<file path="config.mk">
export PLATFORM = sky130hd
export DESIGN_NAME = load_store_ctrl
export DESIGN_NICKNAME = d
export VERILOG_FILES = /design/src/rtl/load_store_ctrl.sv
export SDC_FILE = /design/constraint.sdc
export NUM_CORES = 1
export LEC_CHECK = 0
export CORE_UTILIZATION = 43
export DETAILED_ROUTE_END_ITERATION = 10
export PLACE_DENSITY_LB_ADDON = 0.1
export SYNTH_ARGS = -nofsm -noshare
export SYNTH_HDL_FRONTEND = slang
export SYNTH_SLANG_ARGS = --single-unit
</file>
<file path="constraint.sdc">
create_clock -name Clk -period 1.8 [get_ports Clk]
set_input_delay 0.18 -clock Clk [delete_from_list [all_inputs] [get_ports Clk]]
set_output_delay 0.18 -clock Clk [all_outputs]
set_load 0.01 [all_outputs]
</file>
<file path="src/rtl/load_store_ctrl.sv">
// load_store_ctrl: sequences MEM-stage loads/stores against a word-wide data memory with no byte enables.
// Latency: accept at t0, response at t0+N+2 (loads/SW) or t0+N1+N2+4 (SH/SB read-modify-write), N = ack delay.
// Backpressure: one access in flight; req_ready is high only in IDLE; resp_valid is a one-cycle pulse, never stalled.
//
// Ports:
//   Clk, Rst_n                    clock (rising edge), asynchronous active-low reset
//   req_valid/req_ready           request handshake; req_op/req_addr/req_wdata latched on accept
//   resp_valid/resp_rdata/resp_err one-cycle completion: extended load data, error on timeout or trap
//   mem_req/mem_we/mem_addr/mem_wdata  registered word-wide memory request, held until mem_ack
//   mem_rdata/mem_ack             memory read data and one-cycle completion strobe
//
// Build option: define MISALIGN_TRAP_EN to answer misaligned word/half accesses with resp_err
// instead of silently clearing the offending low address bits.
module load_store_ctrl #(
  parameter int TIMEOUT_CYCLES = 255
) (
  input  logic        Clk,
  input  logic        Rst_n,
  input  logic        req_valid,
  output logic        req_ready,
  input  logic [2:0]  req_op,
  input  logic [31:0] req_addr,
  input  logic [31:0] req_wdata,
  output logic        resp_valid,
  output logic [31:0] resp_rdata,
  output logic        resp_err,
  output logic        mem_req,
  output logic        mem_we,
  output logic [31:0] mem_addr,
  output logic [31:0] mem_wdata,
  input  logic [31:0] mem_rdata,
  input  logic        mem_ack
);

  // The counter only has to hold 0..TIMEOUT_CYCLES-1.
  localparam int CntW = (TIMEOUT_CYCLES < 2) ? 1 : $clog2(TIMEOUT_CYCLES);

  localparam logic [2:0] opLw  = 3'b000;
  localparam logic [2:0] opLh  = 3'b001;
  localparam logic [2:0] opLb  = 3'b010;
  localparam logic [2:0] opLhu = 3'b011;
  localparam logic [2:0] opLbu = 3'b100;
  localparam logic [2:0] opSw  = 3'b101;
  localparam logic [2:0] opSh  = 3'b110;
  localparam logic [2:0] opSb  = 3'b111;

  // sTrap is only reachable with MISALIGN_TRAP_EN; it provides the single
  // dead cycle between accept and the error response.
  typedef enum logic [2:0] {
    sIdle  = 3'd0,
    sRd    = 3'd1,
    sWr    = 3'd2,
    sRmwRd = 3'd3,
    sRmwWr = 3'd4,
    sResp  = 3'd5,
    sTrap  = 3'd6
  } state_t;

  state_t stateQ, stateD;

  // Latched request: only the lane-select bits and the sub-word store data
  // are needed after accept; the word address and SW data go straight into
  // the memory request registers.
  logic [2:0]  opQ;
  logic [1:0]  addrLowQ;
  logic [15:0] wdataLowQ;

  logic            memReqQ;
  logic            memWeQ;
  logic [31:0]     memAddrQ;
  logic [31:0]     memWdataQ;
  logic [CntW-1:0] toCntQ;
  logic [31:0]     respRdataQ;
  logic            respErrQ;

  logic        ackSeen;
  logic        timeoutHit;
  logic [15:0] halfLane;
  logic [7:0]  byteLane;
  logic [31:0] loadData;
  logic [31:0] mergedWord;

  assign ackSeen = memReqQ && mem_ack;
  // An ack in the same cycle always wins over the timeout.
  assign timeoutHit = memReqQ && !mem_ack && (toCntQ == CntW'(TIMEOUT_CYCLES - 1));

`ifdef MISALIGN_TRAP_EN
  logic reqMisaligned;

  always_comb begin
    reqMisaligned = 1'b0;
    case (req_op)
      opLw, opSw:        reqMisaligned = (req_addr[1:0] != 2'b00);
      opLh, opLhu, opSh: reqMisaligned = req_addr[0];
      default:           reqMisaligned = 1'b0;
    endcase
  end
`endif

  // Lane extraction for loads. Without the trap option a misaligned word or
  // half access behaves as aligned simply because the word address drops
  // [1:0] and the half lane looks only at addr[1].
  always_comb begin
    halfLane = addrLowQ[1] ? mem_rdata[31:16] : mem_rdata[15:0];
    case (addrLowQ)
      2'd0:    byteLane = mem_rdata[7:0];
      2'd1:    byteLane = mem_rdata[15:8];
      2'd2:    byteLane = mem_rdata[23:16];
      default: byteLane = mem_rdata[31:24];
    endcase
    case (opQ)
      opLh:    loadData = {{16{halfLane[15]}}, halfLane};
      opLb:    loadData = {{24{byteLane[7]}}, byteLane};
      opLhu:   loadData = {16'h0000, halfLane};
      opLbu:   loadData = {24'h000000, byteLane};
      default: loadData = mem_rdata;
    endcase
  end

  // Merge the store lane into the word returned by the RMW read phase.
  always_comb begin
    mergedWord = mem_rdata;
    if (opQ == opSh) begin
      if (addrLowQ[1]) mergedWord[31:16] = wdataLowQ;
      else             mergedWord[15:0]  = wdataLowQ;
    end else begin
      case (addrLowQ)
        2'd0:    mergedWord[7:0]   = wdataLowQ[7:0];
        2'd1:    mergedWord[15:8]  = wdataLowQ[7:0];
        2'd2:    mergedWord[23:16] = wdataLowQ[7:0];
        default: mergedWord[31:24] = wdataLowQ[7:0];
      endcase
    end
  end

  // State register.
  always_ff @(posedge Clk or negedge Rst_n) begin
    if (!Rst_n) stateQ <= sIdle;
    else        stateQ <= stateD;
  end

  // Next-state logic.
  always_comb begin
    stateD = stateQ;
    case (stateQ)
      sIdle: begin
        if (req_valid) begin
          if (req_op <= opLbu)    stateD = sRd;
          else if (req_op == opSw) stateD = sWr;
          else                     stateD = sRmwRd;
`ifdef MISALIGN_TRAP_EN
          if (reqMisaligned) stateD = sTrap;
`endif
        end
      end
      sRd, sWr: begin
        if (ackSeen || timeoutHit) stateD = sResp;
      end
      sRmwRd: begin
        // A timeout here abandons the write phase altogether.
        if (ackSeen)         stateD = sRmwWr;
        else if (timeoutHit) stateD = sResp;
      end
      sRmwWr: begin
        // First cycle here has mem_req low; ackSeen masks any stray ack.
        if (ackSeen || timeoutHit) stateD = sResp;
      end
      sTrap:   stateD = sResp;
      sResp:   stateD = sIdle;
      default: stateD = sIdle;
    endcase
  end

  // Datapath: request latch, registered memory interface, timeout counter
  // and response data.
  always_ff @(posedge Clk or negedge Rst_n) begin
    if (!Rst_n) begin
      opQ        <= 3'b000;
      addrLowQ   <= 2'b00;
      wdataLowQ  <= 16'h0000;
      memReqQ    <= 1'b0;
      memWeQ     <= 1'b0;
      memAddrQ   <= 32'h0000_0000;
      memWdataQ  <= 32'h0000_0000;
      toCntQ     <= '0;
      respRdataQ <= 32'h0000_0000;
      respErrQ   <= 1'b0;
    end else begin
      case (stateQ)
        sIdle: begin
          if (req_valid) begin
            opQ        <= req_op;
            addrLowQ   <= req_addr[1:0];
            wdataLowQ  <= req_wdata[15:0];
            memAddrQ   <= {req_addr[31:2], 2'b00};
            memWeQ     <= (req_op == opSw);
            memWdataQ  <= req_wdata;
            toCntQ     <= '0;
            respRdataQ <= 32'h0000_0000;
            respErrQ   <= 1'b0;
            memReqQ    <= 1'b1;
`ifdef MISALIGN_TRAP_EN
            if (reqMisaligned) begin
              memReqQ  <= 1'b0;
              respErrQ <= 1'b1;
            end
`endif
          end
        end
        sRd, sWr, sRmwRd, sRmwWr: begin
          if (!memReqQ) begin
            // Idle cycle between the RMW phases: launch the write.
            memReqQ <= 1'b1;
            toCntQ  <= '0;
          end else if (mem_ack) begin
            memReqQ <= 1'b0;
            if (stateQ == sRd) respRdataQ <= loadData;
            if (stateQ == sRmwRd) begin
              memWeQ    <= 1'b1;
              memWdataQ <= mergedWord;
            end
          end else if (timeoutHit) begin
            memReqQ  <= 1'b0;
            respErrQ <= 1'b1;
          end else begin
            toCntQ <= toCntQ + 1'b1;
          end
        end
        default: ;
      endcase
    end
  end

  // Outputs.
  always_comb begin
    req_ready  = (stateQ == sIdle);
    resp_valid = (stateQ == sResp);
    resp_rdata = (stateQ == sResp) ? respRdataQ : 32'h0000_0000;
    resp_err   = (stateQ == sResp) && respErrQ;
    mem_req    = memReqQ;
    mem_we     = memWeQ;
    mem_addr   = memAddrQ;
    mem_wdata  = memWdataQ;
  end

  // Unused-op guard: opSh/opSb are decoded by elimination above.
  logic unusedOps;
  assign unusedOps = (opQ == opSb);

endmodule

</file>
==> run_results.csv <==
group,metric,value,unit
yosys,synth.ff_latch_count,129,
setup_path,cp_max_fo,8,
sta,timing_hold_violations_final,0,
clocking,cts_tree,"built",
clocking,ctsHtreeMaxLevel,4,
layout,design_area,10900,um^2
routing,drtPass1Iterations,6,
yosys,netlist_area_before_placement,6780,um^2
routing,drt_drc_violations_left,0,
power_and_ir_drop,net-switching-power,8020,uW
sta,final-setup-viol-count,56,
sta,final-max-slew-violation-count,0,
routing,detailroute.via_count,7172,
min_path,worst_hold_path_type,"in -> async",
floorplanning,ioPinCount,204,
setup_path,cpMostUsedCell,"sky130_fd_sc_hd__buf_6",
layout,finish.net_count,1149,
sta,grt_setup_unrepaired,"true",
grt,number_of_global_route_vias_before_repair,6856,
grt,grtUsageMet3,0.0900,
setup_path,regToRegStartpoint,"stateQ[0]",
routing,drt-vias-per-instance,5.66,
power_and_ir_drop,power.ir.vdd_worst,801,uV
setup_path,path_cells,"buf_6 -> or3_4 -> inv_6 -> buf_6 -> and2_4 -> clkbuf_16 -> o21ai_0",
floorplanning,fp.dieW,128,um
clocking,max-clock-path-buffers,2,
setup_path,timing.critical_path.to_type,"register",
power_and_ir_drop,leakage,0.00481,uW
yosys,synthMostInstantiatedCell,"sky130_fd_sc_hd__nand2_1",
grt,routing_usage_on_met1,0.388,
place,gp_congestion,0.979,
setup_path,crit_path_top_delay_cell,"sky130_fd_sc_hd__dfrtp_1",
routing,route.detailed.wl_per_inst,20.2,um
power_and_ir_drop,pwr-share-seq,0.253,
sta,fmax,534,MHz
power_and_ir_drop,cellPowerDensity,1800,nW/um^2
place,placement.io_buffers,201,
layout,antenna_cells_inserted,0,
power_and_ir_drop,power_frac_clock,0.176,
grt,grt_remaining_overflow,0,
status,status,"finished, violations left",
power_and_ir_drop,switch_share,0.408,
sta,tightestPinTransition,0.517,ns
routing,dr.first_iter.drc_count,610,
grt,fraction_of_met2_tracks_used_by_global_routing,0.480,
status,violations,"setup timing",
setup_path,worstSetupStartpointType,"register",
setup_path,worstPathRequired,2.09,ns
clocking,clk_root_buffer_cell,"sky130_fd_sc_hd__clkbuf_16",
layout,layout.core_utilization,0.711,
floorplanning,core.rowCount,45,
grt,global_route.usage.total,0.301,
yosys,dominantRegCellSynth,"sky130_fd_sc_hd__dfrtp_1",
place,place_hpwl,18000,um
floorplanning,initial_util,0.443,
sta,finClkSkew,0.00883,ns
yosys,synth_commonest_cells,"190 x sky130_fd_sc_hd__nand2_1, 129 x sky130_fd_sc_hd__dfrtp_1, 64 x sky130_fd_sc_hd__o21ai_0",
sta,relSlewSlack,0.653,
floorplanning,die_h,128,um
yosys,synth_edf_count,0,
layout,area_delta_synth_final,60.5,%
floorplanning,die_area,16300,um^2
setup_path,ff2ff_setup_slack,-0.07,ns
power_and_ir_drop,internal_power,11600,uW
setup_path,timing.reg2reg.worst_path_depth,7,
setup_path,cp.arrival,2.16,ns
yosys,synthCells,765,
sta,fin_crit_sh,1.04,
place,placedCellCount,1210,
grt,grt_pass1_wl,37000,um
yosys,synth_top_area_frac,0.476,
layout,post_route_cells_drive_above_1_share,0.255,
setup_path,criticalPathCategory,"reg -> reg",
grt,antenna_found_initial,0,
yosys,synth_largest_area_cell,"sky130_fd_sc_hd__dfrtp_1",
setup_path,timing.critical_path.slowest_cell_delay,0.40,ns
clocking,cts.reportedPaths.clkPinSlew,0.06,ns
grt,grt_max_degree,49,
clocking,numCtsBuffers,17,
floorplanning,floorplan.core_area,15300,um^2
place,placement.cell_area,9640,um^2
yosys,synth-async-reset-ratio,1.00,
sta,min_period,1.87,ns
yosys,yosysWarnings,0,
routing,postRouteWirelength,25600,um
grt,grt-busiest-layer,"met2",
yosys,synth.yosys.seq_area_share,0.476,
yosys,synth.avg_cell_area,8.87,um^2
layout,filler_cell_count,1169,
yosys,yosysUniqueCellTypes,56,
setup_path,reg2reg_to,"addrLowQ[0]",
layout,layoutNonFillerInstCount,1268,
yosys,synth_area_leaders,"sky130_fd_sc_hd__dfrtp_1 48%, sky130_fd_sc_hd__nand2_1 11%, sky130_fd_sc_hd__o21ai_0 4.7%",
clocking,clkLatencyLatePin,0.42,ns
flow_run,max_cap_viol_count,0,
routing,antenna_left,0,
sta,setup_ws,-0.0723,ns
clocking,clock-sinks,129,
power_and_ir_drop,combinationalPowerShare,0.571,
==> layout by cell type, fill, tap and decap left out, types with 4 or more instances in the layout <==
cell | synthesis | final
sky130_fd_sc_hd__or3_1 | 4 | 4
sky130_fd_sc_hd__o221ai_1 | 16 | 14
sky130_fd_sc_hd__inv_1 | 18 | 18
sky130_fd_sc_hd__o21ai_2 | 1 | 5
sky130_fd_sc_hd__o22ai_1 | 10 | 10
sky130_fd_sc_hd__a32o_1 | 6 | 5
sky130_fd_sc_hd__buf_4 | 9 | 82
sky130_fd_sc_hd__nand4_1 | 4 | 4
sky130_fd_sc_hd__a211oi_2 | 0 | 5
sky130_fd_sc_hd__clkbuf_2 | 0 | 12
sky130_fd_sc_hd__buf_6 | 3 | 26
sky130_fd_sc_hd__o31ai_1 | 16 | 11
sky130_fd_sc_hd__o21ai_1 | 9 | 27
sky130_fd_sc_hd__nand2_1 | 190 | 178
sky130_fd_sc_hd__a31oi_1 | 14 | 13
sky130_fd_sc_hd__clkdlybuf4s50_1 | 0 | 165
sky130_fd_sc_hd__a211oi_1 | 34 | 29
sky130_fd_sc_hd__nand3_1 | 4 | 4
sky130_fd_sc_hd__a21oi_2 | 2 | 17
sky130_fd_sc_hd__nand2_2 | 0 | 12
sky130_fd_sc_hd__and2_1 | 35 | 16
sky130_fd_sc_hd__nor2_1 | 37 | 35
sky130_fd_sc_hd__mux4_2 | 4 | 6
sky130_fd_sc_hd__buf_12 | 0 | 18
sky130_fd_sc_hd__o21ai_0 | 64 | 41
sky130_fd_sc_hd__a21oi_1 | 42 | 25
sky130_fd_sc_hd__nand2b_1 | 10 | 10
sky130_fd_sc_hd__dfrtp_1 | 129 | 128
sky130_fd_sc_hd__and2_4 | 0 | 19
sky130_fd_sc_hd__nor4bb_1 | 8 | 8
sky130_fd_sc_hd__and3_1 | 6 | 6
sky130_fd_sc_hd__clkbuf_16 | 0 | 24
==> sequential cells by signal, indices dropped and copies added, names as in the netlist <==
register and flops:
stateQ 3, addrLowQ 2, wdataLowQ 16, toCntQ 8, mem_wdata 32, respRdataQ 32
mem_addr 30, opQ 3, mem_req 1, respErrQ 1, mem_we 1
==> routing by layer <==
layer | vias up | share of wire
met5 | - | 0
met2 | 393 | 0.47
met3 | 51 | 0.094
met4 | 0 | 0.031
met1 | 3460 | 0.40
li1 | 3268 | -
==> logic make-up after synthesis <==
family | Yosys count | synth area share
AO/OA/AOI/OAI | 229 | 0.215
other | 1 | 0.000553
multiplexers | 10 | 0.0317
adder cells (fa/ha/maj) | 2 | 0.00369
buffers and inverters | 77 | 0.0542
flip-flops | 129 | 0.476
AND/OR/NAND/NOR | 314 | 0.215
XOR/XNOR | 3 | 0.00387
==> power by group through the flow <==
stage          logic, uW  registers (uW)  clock network (uW)
2_1_floorplan       4840            5070                   0
3_3_place_gp        9330            4920                   0
3_5_place_dp        9520            4980                   0
4_1_cts             9930            4950                3470
5_1_grt            12000            5100                3590
6_report           11200            4980                3460
==> area by class of cell <==
cell class                      count  area (um^2)  area share
Clock buffer                       20          457      0.0419
Clock inverter                     12          133      0.0122
Inverter                           20         80.1     0.00735
Multi-Input combinational cell    560         3510       0.322
Sequential cell                   129         3230       0.297
Tap cell                          211          264      0.0242
Timing Repair Buffer              316         3220       0.295
==> worst max path at each step <==
stage,startpoint,to,slack [ns]
2_1_floorplan,addrLowQ[0],respRdataQ[3],0.11
5_1_grt,stateQ[0],toCntQ[5],-0.14
3_3_place_gp,mem_rdata[23],respRdataQ[13],-0.08
6_report,stateQ[0],addrLowQ[0],-0.07
4_1_cts,stateQ[0],mem_wdata[24],-0.02
3_5_place_dp,mem_rdata[23],respRdataQ[28],-0.13
==> worst max-delay path, delay by kind of cell (launching register included) <==
kind	cells	cell delay (ns)
flops	1	0.40
simple gates	2	0.68
compound gates	1	0.09
buf+inv	4	0.56
==> per-stage QoR <==
step                      hold slack [ns]  total power [uW]  TNS (ns)  worst slack, ns
final                               0.249             19700     -1.60          -0.0723
after global routing                0.289             20700     -7.00           -0.143
after CTS                           0.255             18300   -0.0587          -0.0182
after detailed placement            0.161             14500     -4.50           -0.132
after global placement              0.159             14300     -1.68          -0.0762
after floorplan                    -0.116              9910         0            0.108
==> what timing repair did <==
item | in CTS | in global routing
gates cloned | 1 | 8
pin swaps | 3 | 19
hold buffers | 1 | 0
gates resized for setup | 128 | 131
endpoints found under the setup margin | 42 | 138
setup buffers | 10 | 7
hold endpoints to repair | 30 | 0
No activity file was read; power rests on OpenSTA's default activity.
